==> src/rtl/i2s_rx_sample_fifo.sv <==
// Stereo-frame FIFO behind the I2S slave receiver: one entry per recv_over rising edge, FWFT valid/ready read side.
// Optional I2S_RX_FIFO_DROP_FIRST_EN discards the first (possibly partial) frame after reset.
module i2s_rx_sample_fifo #(
    parameter int DW    = 16,
    parameter int DEPTH = 8,
    parameter int AW    = 3
) (
    input  logic          clk,
    input  logic          rst,
    input  logic [DW-1:0] L_DATA,
    input  logic [DW-1:0] R_DATA,
    input  logic          recv_over,
    output logic          out_valid,
    input  logic          out_ready,
    output logic [DW-1:0] out_l,
    output logic [DW-1:0] out_r,
    output logic [AW:0]   count,
    output logic          full,
    output logic          overflow,
    input  logic          ovf_clr
);

    localparam logic [AW:0] FULL_COUNT = DEPTH[AW:0];

    logic [2*DW-1:0] mem [DEPTH];
    logic [AW-1:0]   wr_ptr;
    logic [AW-1:0]   rd_ptr;
    logic [AW:0]     count_q;
    logic            recv_over_d;
    logic            overflow_q;
    logic            push_req;
    logic            capture_req;
    logic            pop;
    logic            push;
    logic            drop;

    assign push_req = recv_over & ~recv_over_d;

`ifdef I2S_RX_FIFO_DROP_FIRST_EN
    typedef enum logic {
        SYNC = 1'b0,
        RUN  = 1'b1
    } cap_state_t;

    cap_state_t state_q;
    cap_state_t state_d;

    always_ff @(posedge clk) begin
        if (rst) state_q <= SYNC;
        else     state_q <= state_d;
    end

    // NOTE: every output of this block gets a default first so no path leaves it unassigned (no latch).
    always_comb begin
        state_d     = state_q;
        capture_req = 1'b0;
        case (state_q)
            SYNC:    if (push_req) state_d = RUN;
            RUN:     capture_req = push_req;
            default: state_d = SYNC;
        endcase
    end
`else
    assign capture_req = push_req;
`endif

    assign full      = (count_q == FULL_COUNT);
    assign out_valid = (count_q != '0);
    assign pop       = out_valid & out_ready;
    // A full FIFO still takes a frame when the head leaves in the same cycle.
    assign push      = capture_req & (~full | pop);
    assign drop      = capture_req & full & ~pop;

    assign {out_l, out_r} = mem[rd_ptr];
    assign count          = count_q;
    assign overflow       = overflow_q;

    // NOTE: the sample memory has no reset; stale words are never visible because out_valid gates them.
    always_ff @(posedge clk) begin
        if (push && !rst) mem[wr_ptr] <= {L_DATA, R_DATA};
    end

    // NOTE: state registers use non-blocking assignments so every reader sees pre-edge values.
    always_ff @(posedge clk) begin
        if (rst) begin
            wr_ptr      <= '0;
            rd_ptr      <= '0;
            count_q     <= '0;
            recv_over_d <= 1'b0;
            overflow_q  <= 1'b0;
        end else begin
            recv_over_d <= recv_over;
            if (push) wr_ptr <= wr_ptr + AW'(1);
            if (pop)  rd_ptr <= rd_ptr + AW'(1);
            case ({push, pop})
                2'b10:   count_q <= count_q + (AW+1)'(1);
                2'b01:   count_q <= count_q - (AW+1)'(1);
                default: count_q <= count_q;
            endcase
            if (drop)         overflow_q <= 1'b1;
            else if (ovf_clr) overflow_q <= 1'b0;
        end
    end

endmodule

==> config.mk <==
export PLATFORM = sky130hd
export DESIGN_NAME = i2s_rx_sample_fifo
export DESIGN_NICKNAME = d
export VERILOG_FILES = /design/src/rtl/i2s_rx_sample_fifo.sv
export SDC_FILE = /design/constraint.sdc
export NUM_CORES = 1
export LEC_CHECK = 0
export BUFFER_PORTS_ARGS = -buffer_cell sky130_fd_sc_hd__buf_2
export CELL_PAD_IN_SITES_DETAIL_PLACEMENT = 1
export CELL_PAD_IN_SITES_GLOBAL_PLACEMENT = 2
export CORE_MARGIN = 2
export CORE_UTILIZATION = 30
export DETAILED_ROUTE_END_ITERATION = 7
export GPL_ROUTABILITY_DRIVEN = 0
export GPL_TIMING_DRIVEN = 0
export MAX_ROUTING_LAYER = met4
export PLACE_DENSITY = 0.56
export RECOVER_POWER = 50
export SYNTH_ARGS = -nofsm -noshare
export SYNTH_HDL_FRONTEND = slang
export SYNTH_SLANG_ARGS = --single-unit
==> constraint.sdc <==
create_clock -name clk -period 5.3 [get_ports clk]
set_input_delay 0.53 -clock clk [delete_from_list [all_inputs] [get_ports clk]]
set_output_delay 0.53 -clock clk [all_outputs]
set_load 0.005 [all_outputs]
---- Yosys cells after proc, flatten, opt, wreduce, memory -nomap -nowiden ----
Memory sizes are Yosys's and may differ from the RTL's. A register that Yosys moved wholly into a read port is not among the register bits.
Cells that the tools add are included.
storage, ports and cells
  flip-flop bits (word level) ............. 12
  RAM bits ................................ 256
  input port bits ......................... 37
  output and inout port bits .............. 39
  word-level logic and storage cells ...... 34
  memories ................................ 1
operators by class
  add/sub/neg operators ................... 4
  equality and inequality tests ........... 3
  mux-type cells .......................... 7
  bitwise logic cells ..................... 9
  reduce and logical (&&, ||, !) cells .... 5
memories
  name  words  bits a word  rd ports  clocked after Yosys merged registers in  wr ports  line  RTL
  mem   8      32           1         1                                        1         25    logic [2*DW-1:0] mem [DEPTH];
operators with widths
  kind                                              count
  case mux 4 bit (2 select lines)                   1
  adder 3 x 1 -> 3 bit, second input constant       2
  two-way mux 3 bit                                 2
  bitwise AND 1 bit                                 5
  adder 4 x 1 -> 4 bit, second input constant       1
  == test 4 bit, second input constant              1
  two-way mux 1 bit                                 4
  nonzero test 2 bit                                2
  nonzero test 4 bit                                1
  subtractor 4 x 1 -> 4 bit, second input constant  1
  NOT 1 bit                                         3
  == test 2 x 1 -> 1 bit, second input constant     1
  == test 2 bit, second input constant              1
  logical AND 1 bit                                 1
  zero test 1 bit                                   1
  OR 1 bit                                          1

---- Logic depth before layout (Yosys ltp) ----
Gate-level depths: netlist of run 1.
  depth in word-level cells ............... 7
  depth in mapped cells ................... 8
  gate-level depth less buffers ........... 7

---- Worst setup path before layout of run 1 ----
Ideal clock, no wire load.
  path kind ............................... input port to flip-flop
  start point ............................. in recv_over
  end point ............................... mem mem[0][0] (netlist bit) (enable)
  setup time .............................. 0.513 ns
  data arrival time ....................... 4.474 ns
  data required time ...................... 4.787 ns
  slack ................................... 0.313 ns
  cell stages on the path ................. 4
  path buffers ............................ 1
  cell sequence ........................... nor2b_1 -> buf_2 -> o21ai_4 -> nor4b_1
between the ends
  longest elaborated chain between the ends .. 5
ends and longest elaborated chain
  element                                  line  RTL
  start: declaration                       12    input logic recv_over,
  bitwise AND 1 bit                        37    assign push_req = recv_over & ~recv_over_d;
  bitwise AND 1 bit                        71    assign push = capture_req & (~full | pop);
  logical AND 1 bit                        80    if (push && !rst) mem[wr_ptr] <= {L_DATA, R_DATA};
  two-way mux 1 bit                        80
  two-way mux 1 bit (implied by the code)  80
  end: declaration                         25
Every way passes these cells.

---- Final worst setup path of run 1 ----
  start point ............................. reg recv_over_d
  end point ............................... mem mem[3][1] (netlist bit) (enable)
between the ends
  longest elaborated chain between the ends .. 6
ends and longest elaborated chain
  element                                  line  RTL
  start: declaration                       29    logic recv_over_d;
  start signal: assignment                 92    recv_over_d <= recv_over;
  NOT 1 bit                                37
  bitwise AND 1 bit                        37
  bitwise AND 1 bit                        71
  logical AND 1 bit                        80
  two-way mux 1 bit                        80
  two-way mux 1 bit (implied by the code)  80
Every way passes these cells.

==> results of run 1 <==
placed cells by master, fill, tap and decap left out, types with 3 or more instances in the layout:
cell,n
edfxtp_1,256
mux4_2,64
clkbuf_1,54
buf_2,46
mux2_2,32
clkbuf_16,29
dfxtp_1,15
nor2_1,13
buf_4,12
buf_6,9
clkinv_2,8
nor2b_1,5
xor2_1,5
bufinv_16,5
clkinv_1,5
diode_2,4
nand2_1,4
a21oi_1,4
buf_8,4
nand3b_1,3
nor2_4,3
nor3_1,3
ha_1,3
critical path: stages, from the launching register on:
cell and delay (ps):
dfxtp_1 310, nor2b_1 290, clkbuf_1 420, o21ai_0 450
nor3_1 1320, buf_6 290, buf_6 180
state kept, by name, summed over array words and instances, names as in the netlist, named ones only:
| register | flops |
|---|---|
| wr_ptr | 3 |
| recv_over_d | 1 |
| overflow | 1 |
| rd_ptr | 3 |
| mem | 256 |
| count | 4 |
per-layer routing:
layer	part of all wire, %	GRT usage [%]	routed length (um)	up-vias
met2	51	23.2	11800	90
met5	0	-	0	-
met3	3.7	2.56	862	40
met1	44	17.4	10300	2608
met4	1.8	2.89	430	0
li1	-	-	-	2214
how the worst max path moves through the flow:
stage | from | to | slack [ps] | cells past startpoint
final | recv_over_d$_SDFF_PP0_ | mem[3][1]$_DFFE_PP_ | 1730 | 6
after global routing | recv_over_d$_SDFF_PP0_ | mem[3][1]$_DFFE_PP_ | 1480 | 6
after CTS | flop | out_l[10] | 1800 | 5
after detailed placement | recv_over | mem[4][18]$_DFFE_PP_ | 2030 | 8
after global placement | recv_over | mem[0][18]$_DFFE_PP_ | -4440 | 5
after floorplan | recv_over | mem[0][0]$_DFFE_PP_ | 310 | 4
power groups by stage:
stage | Clock (mW) | Combinational (mW) | Sequential, mW
after floorplan | 0 | 0.716 | 2.46
after global placement | 0 | 1.04 | 2.47
after detailed placement | 0 | 1.07 | 2.47
after CTS | 2.11 | 1.08 | 2.42
after global routing | 2.18 | 1.10 | 2.42
final | 2.04 | 0.997 | 2.42
through the flow:
stage | area (um^2) | hold WS [ps]
after floorplan | 10400 | 454
after detailed placement | 11700 | 513
final | 12600 | 238
after CTS | 12700 | 217
after global placement | 11300 | 490
after global routing | 12600 | 259
cell families after synthesis:
logic type	Yosys count
xor+xnor	6
buf+inv	26
mux	100
flops	271
fa+ha+maj	3
simple gates	44
compound gates	14
final cells by class:
class	instances	area, um^2
Fill cell	3401	21800
Sequential cell	271	7990
Multi-Input combinational cell	167	2310
Clock buffer	33	741
Timing Repair Buffer	101	633
Tap cell	455	569
Clock inverter	21	234
Buffer	25	111
Antenna cell	4	10.0
Inverter	1	3.75
==> metrics.txt, run 1 <==
status=complete, but fails checks; violated checks=max-capacitance violations, max-slew violations; Rows=68; largest family of logic cells by synthesized area=multiplexers; Post-CTS Resized=0; Pint=4.15 mW; Max Transition Viols Final=8; mux share of post-synthesis cell area=17.7%; HP Class=primary input to flop; vias in the first global route=5578; CP Launch Type=flop; I/O pin count=76; Routed WL=23400 um; Synth Cell Area=10400 um^2; min Tclk post-route=3570 ps; final setup fails=0; CTS tree=done; dominant synthesized flop cell=edfxtp_1; RR Endpoint=mem[3][1]$_DFFE_PP_; Max Fclk=280 MHz; via count=4952; DRC violations left=0; Final Non-Filler Cells=1078; post-synthesis compound-gate area fraction=1.09%; Post-CTS Setup Inserts=0; Crit Path Category=flop to flop; Slew HR=-3.16%; Root Driver=clkbuf_16; clock skew=24.1 ps; Max IR drop VDD=0.227 mV; leading area contributor after synthesis=edfxtp_1; Yosys top cell area share=73.8%; H-tree levels=1; Post-Synth XOR/XNOR Area=0.505%; DR vias/cell=4.59; Initial Util=30.3%; Pleak=3.98 nW; setup TNS=0 ps; P&R area growth vs syn=21.0%; Reg clk slew, reported paths=60 ps; Max FO, Critical Path=10; Hold Crit Start=recv_over; internal reg-to-reg setup slack=1730 ps; Place WS=2030 ps; Sink Count=271; Synth Area in Adders=0.361%; CP Data Required Time=5540 ps; post-synthesis sequential element count=271; DRT Pass-1 Iters=5; Max-Cap Viols=1; synth top area cells=edfxtp_1 (74%), mux4_2 (14%), mux2_2 (3.5%); area share of and/or/nand/nor cells after synthesis=2.39%; Avg Cell Area, Syn=22.4 um^2; first-pass GRT wire length=35500 um; grt ovf=0; NumNets Final=636; Fin. Hold Viols=0; Die ar.=36200 um^2; Synth warnings=0; number of flops mapped to enable cells by yosys=256; Power Total=5.46 mW; placed insts=1020; worst skew pair latency=550 ps; Hold Buf Count CTS=0; Post-DRT Antenna Nets=0; ys async rst share=0%; Sw Share=24.0%; sequential share of the synthesized area=76.7%; Total GRT Usage=13.7%; initial antenna violation count=3; cells on worst reg2reg path=6; Commonest cells post-synth=edfxtp_1 (256), mux4_2 (64), mux2_2 (32); Tcrit/Tclk final=67.3%; Worst Tran Pin Value=1540 ps; final worst slack=1730 ps; total CTS buffers=29; Clock power frac=37.4%; hpwl dp=15700 um; WL/cell=21.7 um; hold depth=2; Synth cell types=40; core area=34400 um^2; die height=190 um; Switch Pwr=1.31 mW; Worst setup EP type=flop; crit path DAT=3810 ps; IO buf count=74; PwrDens=433 nW/um^2; WHS Endpoint=recv_over_d$_SDFF_PP0_; most common cell in the netlist=edfxtp_1; final core occ=36.6%; unrepaired setup endpoints after global routing=false; 1st-iter DRT viols=222; Die Wd=190 um; syn_nets=504; Logic pwr share=18.3%; Synth Instances=464; CTS max path bufs=3; R2R Path Start=recv_over_d$_SDFF_PP0_; Seq pwr share=44.3%; layout cell share with drive strength beyond 1=36.2%; largest net degree at the start of global routing=19
Note: power is estimated with default switching activity, not from simulation.
==> run 2, diff against run 1 <==
--- a/config.mk
+++ b/config.mk
@@ -14,7 +14,7 @@
 export GPL_ROUTABILITY_DRIVEN = 0
 export GPL_TIMING_DRIVEN = 0
 export MAX_ROUTING_LAYER = met4
-export PLACE_DENSITY = 0.56
+export PLACE_DENSITY = 0.54
 export RECOVER_POWER = 50
 export SYNTH_ARGS = -nofsm -noshare
 export SYNTH_HDL_FRONTEND = slang
==> constraint.sdc (replaced) <==
create_clock -name clk -period 3.45 [get_ports clk]
set_input_delay 0.345 -clock clk [delete_from_list [all_inputs] [get_ports clk]]
set_output_delay 0.345 -clock clk [all_outputs]
set_load 0.005 [all_outputs]
==> run 2 against run 1 <==
The run now ends clean. Final cell count shrank 0.83%. Utilization about the same. Largest cell class unchanged. Flip-flop and latch count stayed put. Critical endpoint is now out_l[6]. Clock power up 43%.
==> metrics.txt, run 2 (synthesis gave the netlist of run 1 again) <==
status=complete, no violations; Fin. Hold Viols=0; Final Non-Filler Cells=1069; 1st-iter DRT viols=240; vias in the first global route=5562; grt ovf=0; Biggest register=mem; Total GRT Usage=13.6%; layout cell share with drive strength beyond 1=35.8%; CP Launch Type=flop; Die Wd=190 um; Max IR drop VDD=0.462 mV; total CTS buffers=30; crit path DAT=2870 ps; Reg clk slew, reported paths=60 ps; HP Class=primary input to flop; Root Driver=clkbuf_16; Post-CTS Setup Inserts=0; Worst setup EP type=output pin; unrepaired setup endpoints after global routing=false; Max FO, Critical Path=10; I/O pin count=76; hpwl dp=15500 um; Final Hold Slack=47.5 ps; placed insts=1017; H-tree levels=1; first-pass GRT wire length=35500 um; core area=34400 um^2; Max Transition Viols Final=0; R2R Path Start=recv_over_d$_SDFF_PP0_; Crit Path Category=flop to output pin; DR vias/cell=4.61; IO buf count=74; RR Endpoint=mem[0][20]$_DFFE_PP_; WHS Endpoint=recv_over_d$_SDFF_PP0_; P&R area growth vs syn=20.8%; Initial Util=30.3%; Max Fclk=311 MHz; clock skew=11.5 ps; Post-CTS Resized=0; FILL cells=3387; die height=190 um; Power Total=8.16 mW; Routed WL=23200 um; worst skew pair latency=540 ps; min Tclk post-route=3210 ps; CTS max path bufs=3; most frequent cells in the layout=edfxtp_1 (256), mux4_2 (64), clkbuf_1 (52); PwrDens=649 nW/um^2; Sink Count=271; area occupied by multi-input gates=2330 um^2; DRC violations left=0; CTS tree=done; Post-DRT Antenna Nets=0; largest net degree at the start of global routing=22; via count=4925; hold depth=2; max reg flops=256; Rows=68; Slew HR=11.5%; internal reg-to-reg setup slack=360 ps; Hold Crit Start=recv_over; cells on worst reg2reg path=7; final core occ=36.6%; register area=7990 um^2; DRT Pass-1 Iters=4; Worst Tran Pin Value=1320 ps; Tcrit/Tclk final=93.2%; initial antenna violation count=2; NumNets Final=634; WL/cell=21.7 um; Pleak=3.95 nW; Die ar.=36200 um^2; Hold Buf Count CTS=0; CP Data Required Time=3110 ps; setup TNS=0 ps; commonest non-fill, non-tap cell in the layout=edfxtp_1; Max-Cap Viols=0; final setup fails=0
-- run 2: power by group --
part | internal [mW] | switching, mW
clock | 1.70 | 1.21
sequential | 3.67 | 0.0498
combinational | 0.799 | 0.737
-- run 2: worst max-delay path by stage --
stage          cells past startpoint      start              endpoint
5_1_grt                            5       flop             out_l[13]
3_3_place_gp                       5  recv_over  mem[2][19]$_DFFE_PP_
4_1_cts                            5       flop              out_r[3]
6_report                           5       flop              out_l[6]
2_1_floorplan                      4  recv_over   mem[1][0]$_DFFE_PP_
3_5_place_dp                       6  recv_over  mem[7][19]$_DFFE_PP_
-- run 2: metrics by stage --
stage / setup slack [ps] / cell area [um^2]
final: 236 / 12600
after global routing: 40.1 / 12600
after CTS: 75.1 / 12700
after detailed placement: 613 / 11800
after global placement: -3380 / 11400
after floorplan: -187 / 10400
-- run 2: critical path, cell delays in order (launching register included) --
cell	delay [ps]
dfxtp_1	300
clkbuf_1	470
clkbuf_1	710
mux4_2	410
mux2_2	290
buf_2	140
-- run 2: routing by layer --
layer / global-route usage (%) / share of wire (%)
met4: 3.22 / 2.0
met1: 17.6 / 44
met5: - / 0
met3: 2.76 / 4.6
met2: 22.2 / 49
-- run 2: area by class of cell --
| cell class | instances | area share, % |
|---|---|---|
| flip-flops and latches | 271 | 63.5 |
| well taps | 455 | 4.53 |
| clock buffers | 37 | 6.35 |
| inverters | 1 | 0.0298 |
| repair buffers | 98 | 5.38 |
| clock inverters | 13 | 0.756 |
| multi-input cells | 167 | 18.5 |
| diodes | 2 | 0.0398 |
| plain buffers | 25 | 0.895 |
==> run 3, diff against run 2 <==
--- a/config.mk
+++ b/config.mk
@@ -16,6 +16,7 @@
 export MAX_ROUTING_LAYER = met4
 export PLACE_DENSITY = 0.54
 export RECOVER_POWER = 50
+export SETUP_SLACK_MARGIN = 0.15
 export SYNTH_ARGS = -nofsm -noshare
 export SYNTH_HDL_FRONTEND = slang
 export SYNTH_SLANG_ARGS = --single-unit
==> constraint.sdc (replaced) <==
create_clock -name clk -period 3.45 [get_ports clk]
set_input_delay 0.345 -clock clk [delete_from_list [all_inputs] [get_ports clk]]
set_output_delay 0.345 -clock clk [all_outputs]
set_load 0.1 [all_outputs]
==> run 3 against run 2 <==
Fmax up 2.1%. Clock-buffer cell count down 2. Clock power up 3%. Combinational power up 77%. Power up 16%. Non-clock buffer count down 2. Final cell count up 0.28%. Clock skew down 2.8 ps. Design area about the same. Largest cell class unchanged. Routed wire length about the same. Via count up 0.93%. Setup slack better by 67 ps.
==> metrics.txt, run 3 (synthesis gave the netlist of run 1 again) <==
hpwl dp=15300 um; Max-Cap Viols=0; Die Wd=190 um; initial antenna violation count=1; Seq pwr share=39.4%; CP Data Required Time=3690 ps; CP Launch Type=flop; Routed WL=23200 um; DR vias/cell=4.64; unrepaired setup endpoints after global routing=false; Pleak=3.96 nW; PwrDens=752 nW/um^2; via count=4971; Pint=6.24 mW; core area=34400 um^2; Total GRT Usage=13.4%; Logic pwr share=28.8%; placed cell areas=11700 um^2; Final Non-Filler Cells=1072; crit path DAT=3390 ps; Worst Tran Pin Value=1280 ps; clock skew=8.73 ps; Max Fclk=318 MHz; Rows=68; layout cell share with drive strength beyond 1=35.9%; P&R area growth vs syn=20.8%; most frequent cells in the layout=edfxtp_1 (256), mux4_2 (64), clkbuf_1 (50); DRT Pass-1 Iters=4; fin area=12600 um^2; HP Class=primary input to flop; Root Driver=clkbuf_16; WL/cell=21.6 um; Initial Util=30.3%; worst skew pair latency=540 ps; Max Transition Viols Final=0; Die ar.=36200 um^2; DRC violations left=0; max reg flops=256; vias in the first global route=5585; commonest non-fill, non-tap cell in the layout=edfxtp_1; Max IR drop VDD=0.621 mV; FILL cells=3401; grt ovf=0; CTS max path bufs=3; Slew HR=13.8%; CTS tree=done; min Tclk post-route=3150 ps; Crit Path Category=flop to flop; 1st-iter DRT viols=350; status=complete, no violations; first-pass GRT wire length=34900 um; Post-CTS Setup Inserts=0; Clock power frac=31.9%; Biggest register=mem; IO buf count=74; Max FO, Critical Path=10; die height=190 um; Worst setup EP type=flop; Post-DRT Antenna Nets=0; largest net degree at the start of global routing=18; Tcrit/Tclk final=91.2%; placed insts=1015; Sink Count=271; H-tree levels=1; Fin. Hold Viols=0; Sw Share=33.9%; I/O pin count=76; Switch Pwr=3.21 mW; NumNets Final=632; final setup fails=0; Reg clk slew, reported paths=60 ps; total CTS buffers=30
## run 3: routing by layer
| layer | global-route usage [%] | vias up | wire length (um) |
|---|---|---|---|
| met2 | 23.2 | 98 | 12100 |
| met5 | - | - | 0 |
| met4 | 3.43 | 0 | 414 |
| met3 | 2.48 | 31 | 981 |
| li1 | - | 2202 | - |
| met1 | 16.1 | 2640 | 9700 |
## run 3: critical path, stage by stage (launching register included)
cell	delay, ps
dfxtp_1	310
nor2b_1	260
clkbuf_1	450
o21ai_4	190
nor3_1	1050
buf_6	260
buf_6	150
buf_4	170
## run 3: per-stage QoR
step                util [%]  setup TNS (ps)  worst slack, ps  power [mW]  hold slack (ps)
floorplan                  -          -86890             -788        6.09              444
global placement        33.1         -403220            -3150        6.57              477
detailed placement      34.1               0              486        6.62              510
CTS                     36.8               0              267        9.66             13.8
global route            36.6               0              136        9.82             33.1
finish                  36.6               0              303        9.45             48.9
## run 3: final timing paths
kind / startpoint / end / slack (ps) / depth (start not counted)
max: recv_over_d$_SDFF_PP0_ / mem[2][17]$_DFFE_PP_ / 300 / 7
min: recv_over / recv_over_d$_SDFF_PP0_ / 50 / 2
max reg2reg: recv_over_d$_SDFF_PP0_ / mem[2][17]$_DFFE_PP_ / 300 / 7
min reg2reg: rd_ptr[1]$_SDFFE_PP0N_ / rd_ptr[1]$_SDFFE_PP0N_ / 510 / 2
## run 3: power groups by stage
| stage | clock [mW] | combinational [mW] | sequential, mW |
|---|---|---|---|
| final | 3.01 | 2.72 | 3.72 |
| after global routing | 3.23 | 2.87 | 3.73 |
| after detailed placement | 0 | 2.83 | 3.79 |
| after CTS | 3.11 | 2.83 | 3.72 |
| after global placement | 0 | 2.78 | 3.79 |
| after floorplan | 0 | 2.19 | 3.90 |
## run 3: layout make-up
cell class / instances / area [um^2] / area share (%)
clock inverter: 21 / 150 / 1.19
multi-input combinational: 167 / 2330 / 18.5
timing repair buffer: 96 / 617 / 4.91
antenna: 1 / 2.50 / 0.0199
buffer: 25 / 119 / 0.946
inverter: 1 / 3.75 / 0.0299
sequential: 271 / 7990 / 63.5
tap: 455 / 569 / 4.53
clock buffer: 35 / 791 / 6.29
## run 3: timing repair
action	4_1_cts	5_1_grt
endpoints found under the setup margin	32	0
hold buffers	0	0
hold endpoints to repair	0	0
resized for setup	6	0
